[src/rtl/hazard_detection_unit_pkg.sv]
// Shared types and constants for the ID-stage hazard detection unit.
// Holds the stall FSM state enum and the register-match helper.
package hazard_pkg;

  typedef enum logic {
    IDLE  = 1'b0,
    STALL = 1'b1
  } state_e;

  localparam logic [4:0] REG_ZERO  = 5'd0;
  localparam int         STALL_MAX = 2;

  // $0 is hardwired, so writes to it never create a dependency
  function automatic logic reg_match(
    input logic       we,
    input logic [4:0] wr,
    input logic       urs,
    input logic [4:0] rs,
    input logic       urt,
    input logic [4:0] rt
  );
    return we && (wr != REG_ZERO) &&
           ((urs && (rs == wr)) ||
            (urt && (rt == wr)));
  endfunction

endpackage

[src/rtl/hazard_detection_unit_if.sv]
// Pipeline-side bundle for the hazard detection unit:
// ID/EX/MEM hazard sources in, stall/flush controls and perf counters out.
interface hazard_detection_unit_if #(
  parameter int CNT_W = 16
);
  logic [4:0]       ID_Rs;
  logic [4:0]       ID_Rt;
  logic             ID_UsesRs;
  logic             ID_UsesRt;
  logic             ID_IsBranch;
  logic             ID_IsJump;
  logic             ID_BranchTaken;
  logic             EX_RegWrite;
  logic             EX_MemRead;
  logic [4:0]       EX_WriteReg;
  logic             MEM_RegWrite;
  logic             MEM_MemRead;
  logic [4:0]       MEM_WriteReg;
  logic             HazardControl;
  logic             PCWrite;
  logic             IFIDWrite;
  logic             IFIDFlush;
  logic [CNT_W-1:0] StallCycles;
  logic [CNT_W-1:0] FlushCount;

  modport master (
    output ID_Rs, ID_Rt, ID_UsesRs, ID_UsesRt,
    output ID_IsBranch, ID_IsJump, ID_BranchTaken,
    output EX_RegWrite, EX_MemRead, EX_WriteReg,
    output MEM_RegWrite, MEM_MemRead, MEM_WriteReg,
    input  HazardControl, PCWrite, IFIDWrite, IFIDFlush,
    input  StallCycles, FlushCount
  );

  modport slave (
    input  ID_Rs, ID_Rt, ID_UsesRs, ID_UsesRt,
    input  ID_IsBranch, ID_IsJump, ID_BranchTaken,
    input  EX_RegWrite, EX_MemRead, EX_WriteReg,
    input  MEM_RegWrite, MEM_MemRead, MEM_WriteReg,
    output HazardControl, PCWrite, IFIDWrite, IFIDFlush,
    output StallCycles, FlushCount
  );

endinterface

[src/rtl/hazard_detection_unit_sat_counter.sv]
// Saturating event counter used for the stall/flush perf counters.
// Sticks at all-ones instead of wrapping.
module sat_counter #(
  parameter int W = 16
) (
  input  logic         Clk,
  input  logic         Rst,
  input  logic         inc,
  output logic [W-1:0] count
);

  logic [W-1:0] count_q;
  logic [W-1:0] count_d;

  always_comb begin
    count_d = count_q;
    if (inc && (count_q != '1))
      count_d = count_q + 1'b1;
  end

  always_ff @(posedge Clk or negedge Rst) begin
    if (!Rst) count_q <= '0;
    else      count_q <= count_d;
  end

  assign count = count_q;

endmodule

[src/rtl/hazard_detection_unit.sv]
// ID-stage hazard detection: stall FSM, IF/ID flush on taken control flow,
// and saturating stall/flush perf counters.
module hazard_detection_unit
  import hazard_pkg::*;
#(
  parameter int CNT_W = 16
) (
  input logic                    Clk,
  input logic                    Rst,
  hazard_detection_unit_if.slave hz
);

  state_e     state_q, state_d;
  logic [1:0] rem_q, rem_d;
  logic [1:0] need;
  logic       m_ex, m_mem;
  logic       stall, flush;

  assign m_ex  = reg_match(hz.EX_RegWrite, hz.EX_WriteReg,
                           hz.ID_UsesRs, hz.ID_Rs,
                           hz.ID_UsesRt, hz.ID_Rt);
  assign m_mem = reg_match(hz.MEM_RegWrite, hz.MEM_WriteReg,
                           hz.ID_UsesRs, hz.ID_Rs,
                           hz.ID_UsesRt, hz.ID_Rt);

  always_comb begin
    need = 2'd0;
    if (hz.ID_IsBranch && m_ex && hz.EX_MemRead)
      need = 2'(STALL_MAX);
    else if (m_ex && hz.EX_MemRead)
      need = 2'd1;
    else if (hz.ID_IsBranch && m_ex)
      need = 2'd1;
    else if (hz.ID_IsBranch && m_mem && hz.MEM_MemRead)
      need = 2'd1;
  end

  always_comb begin
    state_d = state_q;
    rem_d   = rem_q;
    stall   = 1'b0;
    flush   = 1'b0;
    unique case (state_q)
      IDLE: begin
        if (need != 2'd0) begin
          stall = 1'b1;
          if (need > 2'd1) begin
            state_d = STALL;
            rem_d   = need - 2'd1;
          end
        end else begin
          flush = hz.ID_IsJump ||
                  (hz.ID_IsBranch && hz.ID_BranchTaken);
        end
      end
      STALL: begin
        stall = 1'b1;
        rem_d = rem_q - 2'd1;
        if (rem_q <= 2'd1) begin
          state_d = IDLE;
          rem_d   = 2'd0;
        end
      end
    endcase
  end

  always_ff @(posedge Clk or negedge Rst) begin
    if (!Rst) begin
      state_q <= IDLE;
      rem_q   <= 2'd0;
    end else begin
      state_q <= state_d;
      rem_q   <= rem_d;
    end
  end

  // reset must override the combinational IDLE decode
  assign hz.HazardControl = Rst & stall;
  assign hz.PCWrite       = ~(Rst & stall);
  assign hz.IFIDWrite     = ~(Rst & stall);
  assign hz.IFIDFlush     = Rst & flush;

  sat_counter #(.W(CNT_W)) u_stall_cnt (
    .Clk   (Clk),
    .Rst   (Rst),
    .inc   (hz.HazardControl),
    .count (hz.StallCycles)
  );

  sat_counter #(.W(CNT_W)) u_flush_cnt (
    .Clk   (Clk),
    .Rst   (Rst),
    .inc   (hz.IFIDFlush),
    .count (hz.FlushCount)
  );

endmodule
[src/flat_wrapper.sv]
// flat-port wrapper written by rule: the top's interface ports become plain ports
module hazard_detection_unit_flat import hazard_pkg::*;
#(
  parameter int CNT_W = 16
)
  (Clk, Rst, hz_ID_Rs, hz_ID_Rt, hz_ID_UsesRs, hz_ID_UsesRt, hz_ID_IsBranch, hz_ID_IsJump, hz_ID_BranchTaken, hz_EX_RegWrite, hz_EX_MemRead, hz_EX_WriteReg, hz_MEM_RegWrite, hz_MEM_MemRead, hz_MEM_WriteReg, hz_HazardControl, hz_PCWrite, hz_IFIDWrite, hz_IFIDFlush, hz_StallCycles, hz_FlushCount);
  hazard_detection_unit_if #(.CNT_W(CNT_W)) hz_i ();
  input logic Clk;
  input logic Rst;
  input wire logic [$bits(hz_i.ID_Rs)-1:0] hz_ID_Rs;
  input wire logic [$bits(hz_i.ID_Rt)-1:0] hz_ID_Rt;
  input wire logic [$bits(hz_i.ID_UsesRs)-1:0] hz_ID_UsesRs;
  input wire logic [$bits(hz_i.ID_UsesRt)-1:0] hz_ID_UsesRt;
  input wire logic [$bits(hz_i.ID_IsBranch)-1:0] hz_ID_IsBranch;
  input wire logic [$bits(hz_i.ID_IsJump)-1:0] hz_ID_IsJump;
  input wire logic [$bits(hz_i.ID_BranchTaken)-1:0] hz_ID_BranchTaken;
  input wire logic [$bits(hz_i.EX_RegWrite)-1:0] hz_EX_RegWrite;
  input wire logic [$bits(hz_i.EX_MemRead)-1:0] hz_EX_MemRead;
  input wire logic [$bits(hz_i.EX_WriteReg)-1:0] hz_EX_WriteReg;
  input wire logic [$bits(hz_i.MEM_RegWrite)-1:0] hz_MEM_RegWrite;
  input wire logic [$bits(hz_i.MEM_MemRead)-1:0] hz_MEM_MemRead;
  input wire logic [$bits(hz_i.MEM_WriteReg)-1:0] hz_MEM_WriteReg;
  output wire logic [$bits(hz_i.HazardControl)-1:0] hz_HazardControl;
  output wire logic [$bits(hz_i.PCWrite)-1:0] hz_PCWrite;
  output wire logic [$bits(hz_i.IFIDWrite)-1:0] hz_IFIDWrite;
  output wire logic [$bits(hz_i.IFIDFlush)-1:0] hz_IFIDFlush;
  output wire logic [$bits(hz_i.StallCycles)-1:0] hz_StallCycles;
  output wire logic [$bits(hz_i.FlushCount)-1:0] hz_FlushCount;
  assign hz_i.ID_Rs = hz_ID_Rs;
  assign hz_i.ID_Rt = hz_ID_Rt;
  assign hz_i.ID_UsesRs = hz_ID_UsesRs;
  assign hz_i.ID_UsesRt = hz_ID_UsesRt;
  assign hz_i.ID_IsBranch = hz_ID_IsBranch;
  assign hz_i.ID_IsJump = hz_ID_IsJump;
  assign hz_i.ID_BranchTaken = hz_ID_BranchTaken;
  assign hz_i.EX_RegWrite = hz_EX_RegWrite;
  assign hz_i.EX_MemRead = hz_EX_MemRead;
  assign hz_i.EX_WriteReg = hz_EX_WriteReg;
  assign hz_i.MEM_RegWrite = hz_MEM_RegWrite;
  assign hz_i.MEM_MemRead = hz_MEM_MemRead;
  assign hz_i.MEM_WriteReg = hz_MEM_WriteReg;
  assign hz_HazardControl = hz_i.HazardControl;
  assign hz_PCWrite = hz_i.PCWrite;
  assign hz_IFIDWrite = hz_i.IFIDWrite;
  assign hz_IFIDFlush = hz_i.IFIDFlush;
  assign hz_StallCycles = hz_i.StallCycles;
  assign hz_FlushCount = hz_i.FlushCount;
  hazard_detection_unit #(.CNT_W(CNT_W)) u_core (.Clk(Clk), .Rst(Rst), .hz(hz_i));
endmodule
[config.mk]
export PLATFORM = sky130hd
export DESIGN_NAME = hazard_detection_unit_flat
export DESIGN_NICKNAME = d
export VERILOG_FILES = /design/src/rtl/hazard_detection_unit_pkg.sv /design/src/rtl/hazard_detection_unit_if.sv /design/src/rtl/hazard_detection_unit_sat_counter.sv /design/src/rtl/hazard_detection_unit.sv /design/src/flat_wrapper.sv
export SDC_FILE = /design/constraint.sdc
export NUM_CORES = 1
export LEC_CHECK = 0
export ABC_CLOCK_PERIOD_IN_PS = 2800
export BUFFER_PORTS_ARGS = -buffer_cell sky130_fd_sc_hd__buf_2
export CAP_MARGIN = 25
export CORE_MARGIN = 2
export CORE_UTILIZATION = 35
export DETAILED_ROUTE_END_ITERATION = 8
export SYNTH_ARGS = -nofsm -noshare
export SYNTH_HDL_FRONTEND = slang
export SYNTH_SLANG_ARGS = --single-unit
export TNS_END_PERCENT = 30
[constraint.sdc]
create_clock -name Clk -period 2.8 [get_ports Clk]
set_input_delay 0.28 -clock Clk [delete_from_list [all_inputs] [get_ports Clk]]
set_output_delay 0.28 -clock Clk [all_outputs]
set_load 0.05 [all_outputs]
==> results of run 1 <==
-- cells in the mapped netlist, drive strengths merged, types with 4 or more instances --
cell type and number:
buf 5, nor3 6, dfrtp 35, xnor2 14
and3 4, nor4 18, nand2 17, inv 6
xor2 36, nor2 7, nand3 16
-- cells by family (layout without fill, tap and decap cells) --
family | after synthesis | count (layout) | synth area share
simple gates | 80 | 80 | 0.240
mux | 2 | 2 | 0.0112
flops | 35 | 35 | 0.435
xor+xnor | 50 | 50 | 0.217
buf+inv | 11 | 84 | 0.0279
fa+ha+maj | 2 | 2 | 0.0124
compound gates | 14 | 14 | 0.0559
-- worst paths after layout --
check | end | slack [ns] | depth (start not counted)
worst max-delay path | hz_HazardControl | 0.39 | 9
worst min-delay path | u_core.u_stall_cnt.count[6] | 0.34 | 2
worst max register to register | u_core.u_stall_cnt.count[6] | 0.43 | 7
worst min register to register | u_core.u_stall_cnt.count[13] | 0.48 | 1
max in group asynchronous | u_core.u_flush_cnt.count[2] | 2.00 | 3
min in group Clk | u_core.rem_q[1] | 0.35 | 3
-- worst max-delay path, stage by stage --
cell     delay, ns
buf_2         0.13
xor2_1        0.16
nor4_1        0.31
nand3_1       0.12
a21oi_1       0.25
a211o_1       0.39
nand2_1       0.18
inv_1         0.07
buf_2         0.25
-- registers in the layout, indices dropped and copies added (netlist names) --
register,count
u_core.state_q,1
u_core.rem_q,2
u_core.u_stall_cnt.count,16
u_core.u_flush_cnt.count,16
-- power groups by stage --
stage | Combinational, mW | Sequential, mW | Clock (mW)
2_1_floorplan | 0.307 | 1.03 | 0
3_3_place_gp | 0.792 | 0.744 | 0
3_5_place_dp | 0.797 | 0.743 | 0
4_1_cts | 0.800 | 0.736 | 0.343
5_1_grt | 0.850 | 0.760 | 0.366
6_report | 0.793 | 0.737 | 0.327
-- cell type report --
class	count	area (sq um)	share of cell area
Sequential cell	35	876	0.347
Inverter	6	22.5	0.00893
Multi-Input combinational cell	148	1080	0.429
Tap cell	72	90.1	0.0357
Clock buffer	6	72.6	0.0288
Timing Repair Buffer	72	378	0.150
-- repair_timing --
| item | CTS | global route |
|---|---|---|
| gates resized for setup | 0 | 0 |
| hold buffers | 1 | 0 |
| hold endpoints to repair | 1 | 0 |
-- routing by layer --
| metal | vias up | global-route usage | part of all wire |
|---|---|---|---|
| met5 | - | 0 | 0 |
| met4 | 0 | 0.0305 | 0.0084 |
| met3 | 5 | 0.0385 | 0.082 |
| met2 | 61 | 0.229 | 0.44 |
| met1 | 840 | 0.205 | 0.47 |
| li1 | 829 | - | - |
-- metrics by stage --
stage	setup WS [ns]	instances	area, sq um
after floorplan	0.269	194	2010
after global placement	0.348	332	2440
after detailed placement	0.304	332	2440
after CTS	0.399	339	2520
after global routing	0.201	339	2520
final	0.390	339	2520
==> impl_metrics.tcl, run 1 <==
set metrics [dict create \
    run_status "completed" \
    final_util 0.455 \
    start_util 0.364 \
    clock_skew_ns 0.00405 \
    yosysTopAreaCellShare 0.435 \
    cts_tree "done" \
    die-width_um 79.9 \
    internal_power_mw 0.997 \
    synth.avg_cell_area_sq_um 10.4 \
    synth_warnings 0 \
    drtIter0Drc 62 \
    synth_area_leaders "dfrtp_1 43%, xor2_1 16%, xnor2_1 6.1%, nor4_2 5.6%, nand3_1 4.0%" \
    routed_via_density 5.12 \
    power_density_nw_per_um2 736 \
    ys_seq_area_frac 0.435 \
    syn_inst 194 \
    maxCapViolCount 0 \
    leakagePower_nw 1.23 \
    synth_edf_count 0 \
    via_count 1735 \
    io_buffers 66 \
    cts_buffer_depth 2 \
    max_freq_mhz 415 \
    area_growth_pct 25.2 \
    tns_ns 0 \
    n_antenna_cell 0 \
    fin_crit_ns 2.41 \
    p_sw_mw 0.859 \
    path_clk_slew_ns 0.07 \
    cp-end-kind "output port" \
    drc 0 \
    final_cell_mix "66 x buf_2, 36 x xor2_1, 35 x dfrtp_1" \
    crit_start "hz_MEM_WriteReg[3]" \
    die-height_um 79.9 \
    hold_slack_ns 0.335 \
    path_class "input port to output port" \
    clockPowerShare 0.176 \
    layout_commonest_cell "buf_2" \
    fin_crit_sh 0.861 \
    finalHoldViolations 0 \
    io_pins 67 \
    power.total_mw 1.86 \
    synth_area_sq_um 2010 \
    globalplace.congestion 0.749 \
    relSlewSlack 0.608 \
    wirelength_um 4660 \
    cts_root_buf "clkbuf_8" \
    pwr-share-comb 0.427 \
    rows 27 \
    r2r-start "u_core.u_stall_cnt.count[4]" \
    die_area_sq_um 6380 \
    rsz0062_at_grt "no" \
    synth_top_area_cell "dfrtp_1" \
    crit_path_start_kind "input port" \
    cp_data_arrival_time_ns 2.13 \
    grt_antenna_before_repair 0 \
    finalNetCount 301 \
    worstHoldPathType "input port to async pin" \
    track_usage 0.147 \
    synth_cell_types 37 \
    grt_overflow 0 \
    ys_ff_latch 35 \
    dr.pass1.iters 4 \
    cp_max_fo 14 \
    wire_per_inst_um 13.7 \
    ir_drop_mv 0.490 \
    core_sq_um 5540 \
    fillCellCount 555 \
    htreeDepth 2 \
    hpwl_um 3620 \
    insertion_delay_ns 0.28 \
    power_frac_seq 0.397 \
    grt_pass1_vias 1594 \
    slew_violations 0 \
    postCtsSetupRepairBufs 0 \
    drive_gt1_frac 0.348 \
    worstMarginPinSlew_ns 0.581 \
    synthFlopType "dfrtp_1" \
    cts_sinks 35 \
    switching_share 0.463 \
    ant_nets 0 \
    cp.required_ns 2.52 \
    setup-violations-final 0 \
    synth_fp_nets 227 \
    grt_pass1_wl_um 7360 \
    grt_max_degree 21 \
    numCtsBuffers 5 \
    async_flop_share 1.00 \
]
No activity file was read; power rests on OpenSTA's default activity.
==> inputs of run 2 (changes only) <==
- ABC_AREA: not set -> 1
- HOLD_SLACK_MARGIN: not set -> 0.02
==> run 2 against run 1 <==
Net effect:
- final cell count rose by 66%
- sequential power shrank 6.9%
- global-route usage increased by 2.5 points
- critical endpoint is now hz_IFIDFlush
==> impl_metrics.tcl, run 2 <==
set metrics [dict create \
    dr.pass1.iters 4 \
    rr_worst_depth 9 \
    setup-violations-final 0 \
    drive_gt1_frac 0.198 \
    slowest_delay_ns 0.34 \
    grt_overflow 0 \
    die-width_um 91.5 \
    fin_crit_ns 2.20 \
    synth-adder-area-share 0.00934 \
    worstMarginPinSlew_ns 0.640 \
    numCtsBuffers 5 \
    cpLargestDelayFamily "simple AND/OR/NAND/NOR gates" \
    ir_drop_mv 0.385 \
    finalNetCount 497 \
    muxShareOfSynthArea 0 \
    synth_edf_count 0 \
    maxCapViolCount 0 \
    crit_path_start_kind "input port" \
    rows 31 \
    final_cell_mix "155 x nand2_1, 66 x buf_2, 39 x inv_1" \
    yosysMostFrequentCell "nand2_1" \
    synthTopCellsByCount "155 x nand2_1, 39 x inv_1, 37 x nand4_1, 35 x dfrtp_1, 35 x nor2_1" \
    fillCellCount 762 \
    synth_area_leaders "dfrtp_1 33%, nand2_1 22%, nand4_1 8.6%, inv_1 5.5%, nor2_1 4.9%" \
    area.sequential_sq_um 876 \
    routed_via_density 4.79 \
    relSlewSlack 0.573 \
    synth_cell_types 29 \
    rsz0062_at_grt "no" \
    grt_pass1_vias 2616 \
    design_area_sq_um 3170 \
    synth_compound_area_frac 0.0187 \
    regToRegSetupSlack_ns 0.87 \
    synth_top_family_by_area "simple AND/OR/NAND/NOR gates" \
    place_ws_ns 0.647 \
    grt_max_degree 39 \
    path_clk_slew_ns 0.07 \
    cts_resized 0 \
    area_growth_pct 18.4 \
    placed_area_sq_um 3070 \
    crit_cells 9 \
    synth_fp_nets 431 \
    synth_warnings 0 \
    wire_per_inst_um 12.0 \
    r2r-end "u_core.u_stall_cnt.count[13]" \
    synthXorXnorAreaFrac 0.0915 \
    io_pins 67 \
    hpwl_um 5090 \
    cts_buffer_depth 2 \
    drtIter0Drc 183 \
    leakagePower_nw 1.72 \
    cts_tree "done" \
    multi_input_area_sq_um 1560 \
    globalplace.congestion 0.889 \
    endpoint "hz_IFIDFlush" \
    worstHoldPathType "input port to async pin" \
    finalHoldViolations 0 \
    wirelength_um 6760 \
    grt_pass1_wl_um 11900 \
    grt_antenna_before_repair 0 \
    layout_commonest_cell "nand2_1" \
    die-height_um 91.5 \
    track_usage 0.171 \
    async_flop_share 1.00 \
    cp_data_arrival_time_ns 1.92 \
    ys_ff_latch 35 \
    insertion_delay_ns 0.29 \
    ant_nets 0 \
    fin_ws_ns 0.595 \
    start_util 0.365 \
    synth_area_sq_um 2680 \
    crit_chain "buf_2 > nor2_1 > nand3_1 > o21ai_0 > inv_1 > nand3_2 > nand3_4 > nor3_1 > buf_2" \
    max_freq_mhz 454 \
    cp.required_ns 2.52 \
    fin_crit_sh 0.787 \
    via_count 2696 \
    cp-end-kind "output port" \
    cts_root_buf "clkbuf_8" \
    synth.avg_cell_area_sq_um 6.73 \
    die_area_sq_um 8370 \
    synthFlopType "dfrtp_1" \
    path_class "input port to output port" \
    synth-simple-area-share 0.464 \
    power_density_nw_per_um2 571 \
    crit_start "hz_EX_WriteReg[1]" \
    io_buffers 66 \
    ys_seq_area_frac 0.327 \
    cts_sinks 35 \
    tns_ns 0 \
    critPathBufInv 3 \
    slowest_stage "nor3_1" \
    clock_skew_ns 0.00822 \
    cp_max_fo 19 \
    drc 0 \
    synth_top_area_cell "dfrtp_1" \
    core_sq_um 7330 \
    n_antenna_cell 0 \
    htreeDepth 2 \
    r2r-start "u_core.u_stall_cnt.count[0]" \
    yosysTopAreaCellShare 0.327 \
    run_status "completed" \
    crit_top_cell "buf_2" \
    slew_violations 0 \
    syn_inst 398 \
]
[run 2: timing repair]
action,4_1_cts,5_1_grt
endpoints found under the hold margin,6,0
hold buffers,1,0
buffers inserted,0,0
[run 2: worst reg2reg max path, stage by stage, from the launching register on]
cell and delay (ns):
dfrtp_1 0.48, ha_1 0.27, nand3_1 0.14, inv_1 0.10, nand3_1 0.11, nor2_1 0.14
nand2_2 0.23, nand3_4 0.27, nand2_1 0.08, nand2_1 0.06
[run 2: worst min path at each step]
stage	slack, ns	end	cells after the start
final	0.42	u_core.u_stall_cnt.count[6]	2
after global routing	0.44	u_core.u_stall_cnt.count[6]	2
after CTS	0.42	u_core.u_stall_cnt.count[6]	2
after detailed placement	0.20	u_core.u_stall_cnt.count[6]	1
after global placement	0.20	u_core.u_stall_cnt.count[6]	1
after floorplan	-0.02	u_core.rem_q[0]	0
[run 2: per-layer routing]
layer / up-vias / share of wire / track usage
met5: - / 0 / 0
met4: 0 / 0.015 / 0.0568
met3: 10 / 0.033 / 0.0299
met2: 52 / 0.48 / 0.280
met1: 1226 / 0.48 / 0.228
li1: 1408 / - / -
[run 2: where the power goes]
group	switching, mW	leakage [nW]	internal [mW]	total (mW)
clock network	0.183	0.0470	0.193	0.376
registers	0.106	0.478	0.580	0.686
logic	0.557	1.19	0.192	0.749
total	0.847	1.72	0.964	1.81
[run 2: kinds of logic (layout without fill, tap and decap cells)]
logic type | Yosys count | after routing
adder cells (fa/ha/maj) | 2 | 2
XOR/XNOR | 28 | 28
AND/OR/NAND/NOR | 270 | 270
AO/OA/AOI/OAI | 9 | 9
flip-flops | 35 | 35
buffers and inverters | 54 | 120
[run 2: through the flow]
stage,utilization,instances,power (mW),hold slack (ns)
2_1_floorplan,-,398,1.27,-0.0156
3_3_place_gp,0.419,555,1.43,0.199
3_5_place_dp,0.419,555,1.45,0.199
4_1_cts,0.433,563,1.83,0.416
5_1_grt,0.433,563,1.94,0.441
6_report,0.433,563,1.81,0.421
[run 2: layout make-up]
type | instances | share of cell area
clock buffer | 6 | 0.0260
clock inverter | 1 | 0.00158
inverter | 44 | 0.0521
multi-input combinational | 309 | 0.493
sequential | 35 | 0.276
tap | 99 | 0.0391
timing repair buffer | 69 | 0.112
